--- src/rtl/obi_axi4l_master.sv ---
// obi_axi4l_master: bridges the core's data-side request/grant bus onto one
// AXI4-Lite master port. One transaction is outstanding at a time. The core
// gets a one-cycle rvalid pulse carrying read data and an error flag.
//
// Handshake semantics: every AXI channel transfers on a rising clk edge where
// valid && ready are both high. A valid, once raised, is held with stable
// payload until that edge. Ready outputs (bready/rready) are high only while
// the bridge is waiting for that response. The core side is granted
// combinationally while idle, and the request fields are captured on that edge.
module obi_axi4l_master #(
  parameter int          ADDR_W = 32,
  parameter logic [2:0]  PROT   = 3'b000
) (
  input  logic              clk,
  input  logic              rst,
  // core data port
  input  logic              data_req_i,
  output logic              data_gnt_o,
  input  logic              data_we_i,
  input  logic [3:0]        data_be_i,
  input  logic [ADDR_W-1:0] data_addr_i,
  input  logic [31:0]       data_wdata_i,
  output logic              data_rvalid_o,
  output logic [31:0]       data_rdata_o,
  output logic              data_err_o,
  // AXI4-Lite write address
  output logic              m_awvalid,
  input  logic              m_awready,
  output logic [ADDR_W-1:0] m_awaddr,
  output logic [2:0]        m_awprot,
  // AXI4-Lite write data
  output logic              m_wvalid,
  input  logic              m_wready,
  output logic [31:0]       m_wdata,
  output logic [3:0]        m_wstrb,
  // AXI4-Lite write response
  input  logic              m_bvalid,
  output logic              m_bready,
  input  logic [1:0]        m_bresp,
  // AXI4-Lite read address
  output logic              m_arvalid,
  input  logic              m_arready,
  output logic [ADDR_W-1:0] m_araddr,
  output logic [2:0]        m_arprot,
  // AXI4-Lite read data
  input  logic              m_rvalid,
  output logic              m_rready,
  input  logic [31:0]       m_rdata,
  input  logic [1:0]        m_rresp,
  // debug: current FSM state (0 = IDLE)
  output logic [2:0]        state_o
);

  typedef enum logic [2:0] {
    S_IDLE  = 3'd0,
    S_WR    = 3'd1,
    S_WRESP = 3'd2,
    S_RD    = 3'd3,
    S_RRESP = 3'd4,
    S_RSP   = 3'd5
  } state_e;

  state_e              state_q;
  logic [ADDR_W-3:0]   addr_q;      // word address; byte offset is dropped
  logic [3:0]          be_q;
  logic [31:0]         wdata_q;
  logic [31:0]         rdata_q;
  logic                err_q;       // only ever set while in S_RSP
  logic                awvalid_q;
  logic                wvalid_q;
  logic                arvalid_q;
  logic                bready_q;
  logic                rready_q;
  logic                rvalid_q;

  // The byte offset never reaches AXI; addresses are always word aligned.
  logic unused_addr_bits;
  assign unused_addr_bits = ^data_addr_i[1:0];

  assign data_gnt_o    = data_req_i && (state_q == S_IDLE);
  assign data_rvalid_o = rvalid_q;
  assign data_rdata_o  = rdata_q;
  assign data_err_o    = err_q;

  assign m_awvalid = awvalid_q;
  assign m_awaddr  = {addr_q, 2'b00};
  assign m_awprot  = PROT;
  assign m_wvalid  = wvalid_q;
  assign m_wdata   = wdata_q;
  assign m_wstrb   = be_q;
  assign m_bready  = bready_q;
  assign m_arvalid = arvalid_q;
  assign m_araddr  = {addr_q, 2'b00};
  assign m_arprot  = PROT;
  assign m_rready  = rready_q;
  assign state_o   = state_q;

  // Transaction FSM with all handshake outputs held in registers.
  always_ff @(posedge clk) begin
    if (rst) begin
      state_q   <= S_IDLE;
      addr_q    <= '0;
      be_q      <= '0;
      wdata_q   <= '0;
      rdata_q   <= '0;
      err_q     <= 1'b0;
      awvalid_q <= 1'b0;
      wvalid_q  <= 1'b0;
      arvalid_q <= 1'b0;
      bready_q  <= 1'b0;
      rready_q  <= 1'b0;
      rvalid_q  <= 1'b0;
    end else begin
      case (state_q)
        S_IDLE: begin
          if (data_req_i) begin
            addr_q  <= data_addr_i[ADDR_W-1:2];
            be_q    <= data_be_i;
            wdata_q <= data_wdata_i;
            if (data_we_i) begin
              state_q   <= S_WR;
              awvalid_q <= 1'b1;
              wvalid_q  <= 1'b1;
            end else begin
              state_q   <= S_RD;
              arvalid_q <= 1'b1;
            end
          end
        end
        S_WR: begin
          // Each channel retires on its own handshake; order is free.
          if (m_awready) awvalid_q <= 1'b0;
          if (m_wready)  wvalid_q  <= 1'b0;
          if ((!awvalid_q || m_awready) && (!wvalid_q || m_wready)) begin
            state_q  <= S_WRESP;
            bready_q <= 1'b1;
          end
        end
        S_WRESP: begin
          if (m_bvalid) begin
            err_q    <= (m_bresp != 2'b00);
            bready_q <= 1'b0;
            rvalid_q <= 1'b1;
            state_q  <= S_RSP;
          end
        end
        S_RD: begin
          if (m_arready) begin
            arvalid_q <= 1'b0;
            rready_q  <= 1'b1;
            state_q   <= S_RRESP;
          end
        end
        S_RRESP: begin
          if (m_rvalid) begin
            rdata_q  <= m_rdata;
            err_q    <= (m_rresp != 2'b00);
            rready_q <= 1'b0;
            rvalid_q <= 1'b1;
            state_q  <= S_RSP;
          end
        end
        S_RSP: begin
          rvalid_q <= 1'b0;
          err_q    <= 1'b0;
          state_q  <= S_IDLE;
        end
        default: begin
          state_q <= S_IDLE;
        end
      endcase
    end
  end

endmodule

--- config.mk ---
export PLATFORM = sky130hd
export DESIGN_NAME = obi_axi4l_master
export DESIGN_NICKNAME = d
export VERILOG_FILES = /design/src/rtl/obi_axi4l_master.sv
export SDC_FILE = /design/constraint.sdc
export NUM_CORES = 1
export LEC_CHECK = 0
export ABC_AREA = 1
export BUFFER_PORTS_ARGS = -buffer_cell sky130_fd_sc_hd__buf_2
export CORE_ASPECT_RATIO = 0.7
export CORE_MARGIN = 2
export CORE_UTILIZATION = 46
export DETAILED_ROUTE_END_ITERATION = 12
export PLACE_DENSITY = 0.84
export SYNTH_ARGS = -nofsm -noshare
export SYNTH_HDL_FRONTEND = slang
export SYNTH_SLANG_ARGS = --single-unit
--- constraint.sdc ---
create_clock -name clk -period 2.9 [get_ports clk]
set_input_delay 0.145 -clock clk [delete_from_list [all_inputs] [get_ports clk]]
set_output_delay 0.145 -clock clk [all_outputs]
set_load 0.1 [all_outputs]
==> metrics <==
status=complete, no violations; Final Cycle Share=around 66%; Synth Cell Area=around 0.0042 mm²; placer congestion estimate=0.884; Vias=between 4000 and 5000; ant diodes=0; Lkg Pwr=2.89 nW; Worst Path Required=2.76 ns; hold buffer count at CTS=0; largest net degree at the start of global routing=70; # setup viols final=0; slowest stage cell, crit path=inv_2; Final HPWL DP=~7.7 mm; I/O pin total=262; CP bufs+invs=3; Die Area=0.0100 mm²; Vias/cell=approximately 4.6; worst min path class=primary input to register; Critical Path Max Stage Delay=0.41 ns; CP Class=register to output pin; Die W=approximately 120 µm; # resized after CTS=0; ANT nets after route=0; Final TNS setup=0 ns; Max Cap Viol=0; Setup Skew=0.00627 ns; row count=29; clk root buf=clkbuf_16; Power Density=1280 mW/mm²; vias in the first global route=3854; final wirelength=10.6 mm; Worst-Skew Late Latency=between 0.3 and 0.4 ns; area delta synth->final=30.7%; Period minus WS final=between 1.5 and 2 ns; DR DRC count=0; Post-CTS Setup Inserts=0; number of synthesized register bits=108; Slew Limit Headroom=34.0%; core footprint=around 0.009 mm²; layout net count=872; Initial DRT Pass Iterations=4; Cell variety after synth=18; post-synthesis sequential area ratio=51.0%; Worst-path clk slew=0.07 ns; layout cells sized above 1=35.8%; die height=84.3 µm; Total GRT Usage=a little over a fifth; VDD IR max=601 µV; CP startpoint kind=register; CTS Buf Count=9; Critical Path AT=1.77 ns; synth warn=0; crit-path leading delay family=buffers and inverters; # fillers=between 800 and 900; GRT overflow=0; initial antenna violation count=0; htree depth=3; kind of end point of the critical path=output pin; Final Max Slew Viols=0; Max Clk Rate=about 0.52 GHz; Final Hold Viols=0; RSZ-0062 raised after global routing=no; final core occ=61.6%; Syn Area/Cell=7.58 µm²; critical-path cell list=nor2_4, inv_2, nor2_4, nand2_2, inv_2, buf_12; Crit Path Max Fanout=29; Worst-Margin Slew=approximately 0.99 ns; CTS tree=done; clock sinks=108; first-pass GRT wire length=17.3 mm; Port Buf Inserts=between 200 and 250; clk buf depth=2; DRT iter0 DRCs=242; Pwr Total=0.00710 W; Post-Syn Instances=559; Initial Util=47.1%; drt wl/cell=11.9 µm
==> synthesized netlist by cell type <==
master      n  area, µm²
nand3_1     7       35.0
inv_2       2       7.51
clkbuf_1   15       56.3
o21ai_1     5       25.0
a21oi_1    73        365
nand2_2     1       6.26
buf_6       3       33.8
nor2_2      1       6.26
o22ai_1     1       6.26
buf_4      44        330
nor2_4      3       33.8
buf_2      11       55.1
inv_1      17       63.8
o21ai_0    36        180
dfxtp_1   108       2160
nor2_1     77        289
conb_1      1       3.75
nand2_1   154        578
==> stage by stage <==
step                      area [µm²]  worst slack, ns  hold WS [ns]  instances
final                           5540            0.985        0.0331        887
after global routing            5540            0.848        0.0298        887
after CTS                       5540            0.970        0.0199        887
after detailed placement        5260             1.14         0.374        872
after global placement          5260             1.17         0.367        872
after floorplan                 4270            0.839         0.280        568
==> sequential cells by signal (all words and copies together) (netlist names) <==
name	flops
m_wstrb	4
m_wvalid	1
m_awvalid	1
m_rready	1
data_rdata_o	32
m_wdata	32
addr_q	30
m_bready	1
data_err_o	1
data_rvalid_o	1
state_o	3
m_arvalid	1
==> cell usage in the layout, fill, tap and decap left out <==
cell type / Yosys / final
clkbuf_16: 0 / 9
clkbuf_1: 15 / 2
o22ai_1: 1 / 1
nand3_1: 7 / 7
a21oi_1: 73 / 73
clkinv_4: 0 / 1
buf_2: 11 / 248
o21ai_0: 36 / 36
nor2_2: 1 / 1
o21ai_1: 5 / 5
dfxtp_1: 108 / 108
inv_2: 2 / 2
buf_4: 44 / 3
clkinv_2: 0 / 1
inv_1: 17 / 17
bufinv_16: 0 / 1
nand2_1: 154 / 154
buf_12: 0 / 2
nand2_2: 1 / 1
conb_1: 1 / 10
clkinvlp_4: 0 / 1
nor2_4: 3 / 3
nor2_1: 77 / 77
==> power breakdown <==
group	total, W	switching (W)	internal [W]	leakage (nW)
logic	0.00399	0.00341	0.000582	1.88
registers	0.00194	0.000173	0.00176	0.881
clock network	0.00117	0.000500	0.000665	0.136
total	0.00710	0.00409	0.00301	2.89
==> cell type report <==
cell class	instances	area [µm²]	area share, %
tap	124	155	2.80
inverter	19	71.3	1.29
timing repair buffer	253	1300	23.5
clock buffer	11	233	4.20
multi-input combinational	368	1560	28.2
sequential	108	2160	39.0
clock inverter	4	51.3	0.926
==> kinds of logic (layout without fill, tap and decap cells) <==
group,after synthesis,after routing,synth area share [%]
AOI/OAI and AO/OA,115,115,13.6
DFF,108,108,51.0
and+or+nand+nor,243,243,22.4
other,1,10,0.0885
buffers and inverters,92,287,12.9
==> routing by layer <==
| layer | share of wire, % | up-vias | GRT usage (%) | wire [µm] |
|---|---|---|---|---|
| li1 | - | 2108 | - | - |
| met1 | 45 | 1835 | 24.8 | 4720 |
| met2 | 47 | 154 | 36.4 | 4930 |
| met3 | 7.3 | 15 | 6.86 | 774 |
| met4 | 1.4 | 0 | 5.63 | 152 |
| met5 | 0 | - | 0 | 0 |
==> final timing paths <==
path,from,end,slack [ns],depth (start not counted)
max reg2reg,state_o[1]$_SDFFE_PP0P_,data_rdata_o[1]$_SDFFE_PP0P_,1.13,6
min reg2reg,data_rvalid_o$_SDFFE_PP0P_,data_rvalid_o$_SDFFE_PP0P_,0.46,2
max,state_o[0]$_SDFFE_PP0P_,data_gnt_o,0.98,6
min,m_rdata[5],data_rdata_o[5]$_SDFFE_PP0P_,0.03,3
==> tightest hold or removal path: cells and delay by family <==
family | cells | cell delay, ns
buffers and inverters | 1 | 0.07
AND/OR/NAND/NOR | 2 | 0.11
No activity file was read; power rests on OpenSTA's default activity.
